`src/rtl/uart_tx_fifo.sv`:
```
// uart_tx_fifo: buffered 8N1 UART transmitter with CTS flow control.
// Bytes enter a DEPTH-entry FIFO over a valid/ready port. Each byte is
// sent LSB-first as start(0), 8 data bits and stop(1). Every bit lasts
// max(cfg_div,2) clocks, and that value is latched once per frame.
// Ports:
//   clk, resetn      system clock, asynchronous active-low reset
//   cfg_div          clocks per bit (0 and 1 are treated as 2)
//   wr_valid/wr_data write request and byte
//   wr_ready         FIFO not full (from registered state only)
//   ser_cts_n        remote clear-to-send, active low, asynchronous
//   ser_tx           serial line, idle high, driven from a flop
//   tx_busy          frame in progress or FIFO not empty (registered)
//   fifo_level       current FIFO occupancy
module uart_tx_fifo #(
  parameter int unsigned DEPTH     = 16,
  parameter int unsigned DIV_RESET = 106
) (
  input  logic                     clk,
  input  logic                     resetn,
  input  logic [31:0]              cfg_div,
  input  logic                     wr_valid,
  input  logic [7:0]               wr_data,
  output logic                     wr_ready,
  input  logic                     ser_cts_n,
  output logic                     ser_tx,
  output logic                     tx_busy,
  output logic [$clog2(DEPTH):0]   fifo_level
);

  localparam int unsigned AW = $clog2(DEPTH);
  localparam logic [AW:0] FULL_LVL = (AW+1)'(DEPTH);
  localparam logic [AW:0] ONE      = (AW+1)'(1);

  localparam logic [1:0] ST_IDLE  = 2'd0;
  localparam logic [1:0] ST_START = 2'd1;
  localparam logic [1:0] ST_DATA  = 2'd2;
  localparam logic [1:0] ST_STOP  = 2'd3;

  logic [7:0]  mem [DEPTH];
  logic [AW:0] wptr, rptr, level, level_n;
  logic        full, empty, push, pop;
  logic [1:0]  cts_sync;
  logic        cts_ok;

  logic [1:0]  state, state_n;
  logic [31:0] cnt, cnt_n;
  logic [31:0] eff_div, eff_div_n, cfg_eff;
  logic [2:0]  bit_idx, bit_idx_n;
  logic [7:0]  shift, shift_n;
  logic        ser_tx_n, busy_n;

  assign level      = wptr - rptr;
  assign full       = (level == FULL_LVL);
  assign empty      = (level == '0);
  assign wr_ready   = !full;
  assign fifo_level = level;
  assign push       = wr_valid && !full;
  assign cts_ok     = !cts_sync[1];
  assign pop        = (state == ST_IDLE) && !empty && cts_ok;
  assign cfg_eff    = (cfg_div < 32'd2) ? 32'd2 : cfg_div;

  always_comb begin
    level_n = level;
    case ({push, pop})
      2'b10:   level_n = level + ONE;
      2'b01:   level_n = level - ONE;
      default: level_n = level;
    endcase
  end

  always_comb begin
    state_n   = state;
    cnt_n     = cnt;
    eff_div_n = eff_div;
    bit_idx_n = bit_idx;
    shift_n   = shift;
    case (state)
      ST_IDLE: begin
        if (pop) begin
          shift_n   = mem[rptr[AW-1:0]];
          eff_div_n = cfg_eff;
          cnt_n     = cfg_eff - 32'd1;
          state_n   = ST_START;
        end
      end
      ST_START: begin
        if (cnt == '0) begin
          state_n   = ST_DATA;
          bit_idx_n = '0;
          cnt_n     = eff_div - 32'd1;
        end else begin
          cnt_n = cnt - 32'd1;
        end
      end
      ST_DATA: begin
        if (cnt == '0) begin
          shift_n = {1'b0, shift[7:1]};
          cnt_n   = eff_div - 32'd1;
          if (bit_idx == 3'd7) state_n = ST_STOP;
          else                 bit_idx_n = bit_idx + 3'd1;
        end else begin
          cnt_n = cnt - 32'd1;
        end
      end
      ST_STOP: begin
        if (cnt == '0) state_n = ST_IDLE;
        else           cnt_n   = cnt - 32'd1;
      end
      default: state_n = ST_IDLE;
    endcase
  end

  // The line flop follows the current state, so ser_tx trails the FSM by
  // one cycle; this yields the write-to-start latency of two cycles.
  always_comb begin
    ser_tx_n = 1'b1;
    if (state == ST_START)     ser_tx_n = 1'b0;
    else if (state == ST_DATA) ser_tx_n = shift[0];
  end

  // Busy is registered from next-cycle state so it tracks the FSM/FIFO
  // without a combinational output path.
  assign busy_n = (state_n != ST_IDLE) || (level_n != '0);

  always_ff @(posedge clk) begin
    if (push) mem[wptr[AW-1:0]] <= wr_data;
  end

  always_ff @(posedge clk or negedge resetn) begin
    if (!resetn) begin
      wptr     <= '0;
      rptr     <= '0;
      cts_sync <= '1;
      state    <= ST_IDLE;
      cnt      <= '0;
      eff_div  <= DIV_RESET;
      bit_idx  <= '0;
      shift    <= '0;
      ser_tx   <= 1'b1;
      tx_busy  <= 1'b0;
    end else begin
      if (push) wptr <= wptr + ONE;
      if (pop)  rptr <= rptr + ONE;
      cts_sync <= {cts_sync[0], ser_cts_n};
      state    <= state_n;
      cnt      <= cnt_n;
      eff_div  <= eff_div_n;
      bit_idx  <= bit_idx_n;
      shift    <= shift_n;
      ser_tx   <= ser_tx_n;
      tx_busy  <= busy_n;
    end
  end

endmodule

```
`config.mk`:
```
export PLATFORM = sky130hd
export DESIGN_NAME = uart_tx_fifo
export DESIGN_NICKNAME = d
export VERILOG_FILES = /design/src/rtl/uart_tx_fifo.sv
export SDC_FILE = /design/constraint.sdc
export NUM_CORES = 1
export LEC_CHECK = 0
export CORE_ASPECT_RATIO = 2
export CORE_UTILIZATION = 30
export DETAILED_ROUTE_END_ITERATION = 10
export PLACE_DENSITY = 0.52
export SYNTH_ARGS = -nofsm -noshare
export SYNTH_HDL_FRONTEND = slang
export SYNTH_SLANG_ARGS = --single-unit
export TNS_END_PERCENT = 10
```
`constraint.sdc`:
```
create_clock -name clk -period 7.5 [get_ports clk]
set_clock_uncertainty 0.05 [all_clocks]
set_input_delay 1.5 -clock clk [delete_from_list [all_inputs] [get_ports clk]]
set_output_delay 1.5 -clock clk [all_outputs]
set_load 0.01 [all_outputs]
```
==> summary.txt <==
Status -> complete, no violations
Fin. Hold Viols -> 0
CP arrival -> 5530 ps
Initial antenna violation count -> 0
DRT iter0 DRCs -> 445
Post-DRT Antenna Nets -> 0
Hold path depth -> 0
DRC Markers -> 0
Psw -> 1.49 mW
Final Wtd Congestion -> 0.882
Via-to-Cell Ratio -> 5.38
Fin crit period -> 5170 ps
Comb power frac -> 29.9%
Total die area -> 38,900 um2
P_int -> 2.83 mW
Synth warn -> 0
CP max stage cell -> or4_1
Maximum VDD drop -> 130 uV
Final Setup Violations -> 0
CP top delay family -> simple AND/OR/NAND/NOR gates
Clk sinks -> 219
Max incr delay on CP -> 650 ps
PD cells -> 328 nW/um2
Seq/Total Area, Yosys -> 53.6%
R2R cell count -> 15
TNS Setup -> 0 ps
R2R Path Start -> rptr[1]
Post-CTS Hold Buffers -> 0
Crit end category -> register
Die Span Y -> 278 um
Clock buffer depth -> 3
Global-route wire length before repair -> 50.5 mm
Avg Cell Area, Syn -> 11.7 um2
Hpwl dp -> 23.7 mm
EDFF count, synth -> 128
Design Power -> 4.32 mW
Core Area -> 37,400 um2
CTS Root Buffer Type -> clkbuf_16
GRT Total Usage -> 17.2%
DP Area -> 12,500 um2
Final wirelength -> 32.6 mm
TritonRoute pass-1 iters -> 5
Layout cell share with drive strength beyond 1 -> 12.1%
Initial Utilization -> 30.6%
I/O Buffers -> 51
Mapped cell area -> 11,400 um2
Crit path capture -> cnt[12]
Highest clock rate -> 0.193 GHz
Post CTS Setup Buffer Count -> 0
Commonest non-fill, non-tap cell in the layout -> nand2_1
Sequential fraction of design power -> 43.7%
Least-Margin Pin Slew -> 1100 ps
CTS tree -> built
Clock power share -> 26.4%
Max cap viols -> 0
Most frequent cells in the layout -> nand2_1 (143), edfxtp_1 (128), dfrtp_1 (83)
CP Depth -> 15
Worst R2R End -> tx_busy
Die width -> 140 um
Nets -> 1,085
CP Launch Type -> primary input
Hold Crit Start -> cts_sync[0]
R2R Setup Slk -> 2520 ps
FF+latch count, synth -> 219
Largest net degree at the start of global routing -> 48
Critical Path RT -> 7860 ps
Path type of the worst min-delay path -> reg2reg
Diodes inserted -> 0
Lkg Pwr -> 4.62 nW
P&R area growth vs syn -> 15.4%
Worst skew pair latency -> 540 ps
Post_cts resized -> 0
Finished Cell Area -> 13,200 um2
Distinct cells, synth -> 73
Crit path kind -> in2reg
IO Count -> 52
Clock slew at reported path FFs -> 70 ps
Post-Syn Instances -> 974
Critical-path cell list -> clkdlybuf4s50_1, or4_1, or3_1, nor4_1, buf_4, nand2b_1, ha_1, nor2b_1, nand3_1, buf_4, or4_1, xor2_1, nand2_1, a21o_1, a32o_1
Crit share post-route -> 69.0%
Num CTS Buffers -> 22
CP startpoint -> cfg_div[11]
Vias -> 8,032
Switching share of power -> 34.6%
Mapped Nets -> 1,042
Slew HR -> 26.0%
Unrepaired setup endpoints after global routing -> false
Wire length per cell -> 21.8 um
Buffer and inverter count on the worst path -> 3
Core Rows -> 100
Worst Path Max Fanout -> 10
H-tree depth -> 1
Final Max Slew Viols -> 0
GRT Residual Overflow -> 0
Asr flop ratio synth -> 41.6%
Vias in the first global route -> 8,727
Ys flop type -> edfxtp_1
[cell type report]
cell class	instances	area [um2]
timing repair buffer	68	636
tap	459	574
inverter	27	101
multi-input combinational	679	5010
clock inverter	16	155
sequential	219	6130
fill	3643	24200
clock buffer	24	579
[through the flow]
stage	hold slack [ps]	util, %	instances	worst slack (ps)
2_1_floorplan	295	-	974	2380
3_3_place_gp	297	33.3	1452	1880
3_5_place_dp	299	33.3	1452	1810
4_1_cts	309	35.3	1492	2360
5_1_grt	317	35.3	1492	2100
6_report	307	35.3	1492	2330
[synthesized netlist by cell type (4+ instances only)]
| master | number | area share, % |
|---|---|---|
| and2_1 | 7 | 0.38 |
| and3_1 | 6 | 0.33 |
| mux4_2 | 40 | 7.9 |
| a21oi_1 | 29 | 1.3 |
| o221a_2 | 4 | 0.39 |
| o31ai_1 | 12 | 0.79 |
| nand2b_1 | 10 | 0.55 |
| inv_1 | 24 | 0.79 |
| buf_2 | 5 | 0.22 |
| dfstp_2 | 7 | 1.6 |
| xor2_1 | 43 | 3.3 |
| a221oi_1 | 8 | 0.61 |
| a22o_1 | 12 | 0.92 |
| a21o_1 | 6 | 0.39 |
| nor4_1 | 31 | 1.7 |
| o221ai_1 | 10 | 0.77 |
| xnor2_1 | 41 | 3.1 |
| or2_2 | 4 | 0.22 |
| o21ai_0 | 27 | 1.2 |
| mux2i_1 | 10 | 0.88 |
| o22ai_1 | 5 | 0.27 |
| nor3b_1 | 7 | 0.46 |
| or4_1 | 18 | 1.2 |
| nor2_1 | 49 | 1.6 |
| nor3_1 | 35 | 1.5 |
| a211oi_1 | 4 | 0.26 |
| o211ai_1 | 5 | 0.33 |
| buf_1 | 7 | 0.23 |
| nand3b_1 | 6 | 0.39 |
| nand3_1 | 21 | 0.92 |
| nand4_1 | 7 | 0.38 |
| ha_1 | 23 | 2.5 |
| clkbuf_1 | 34 | 1.1 |
| edfxtp_1 | 128 | 34 |
| a32o_1 | 6 | 0.53 |
| nand2_1 | 143 | 4.7 |
| or3_1 | 7 | 0.38 |
| dfrtp_1 | 84 | 18 |
[state kept, by name, summed over array words and instances, names as in the netlist]
name / cells
state: 2
bit_idx: 3
ser_tx: 1
eff_div: 32
tx_busy: 1
mem: 128
cnt: 32
cts_sync: 2
wptr: 5
rptr: 5
shift: 8
[worst min path at each step]
stage                  end  slack, ps
2_1_floorplan  cts_sync[1]        300
3_3_place_gp   cts_sync[1]        300
3_5_place_dp   cts_sync[1]        300
4_1_cts        cts_sync[1]        310
5_1_grt        cts_sync[1]        320
6_report       cts_sync[1]        310
[cells by family after synthesis]
kind of cell | Yosys count | synth area share, %
simple gates | 365 | 15.9
compound gates | 156 | 9.89
flops | 219 | 53.6
xor+xnor | 84 | 6.43
buf+inv | 76 | 2.71
mux | 50 | 8.75
fa+ha+maj | 24 | 2.69
[routing by layer]
metal / vias to the layer above / part of all wire, % / track usage, %
met5: - / 0 / 0
met4: 0 / 5.1 / 9.78
met3: 81 / 2.9 / 1.72
met2: 177 / 59 / 35.6
met1: 4024 / 33 / 15.7
li1: 3750 / - / -
[power by group through the flow]
stage	combinational, mW	clock [mW]	sequential [mW]
final	1.29	1.14	1.89
after global routing	1.43	1.21	1.93
after CTS	1.31	1.17	1.89
after detailed placement	1.31	0	1.90
after global placement	1.29	0	1.90
after floorplan	0.948	0	1.79
(Power assumes the default switching activity.)
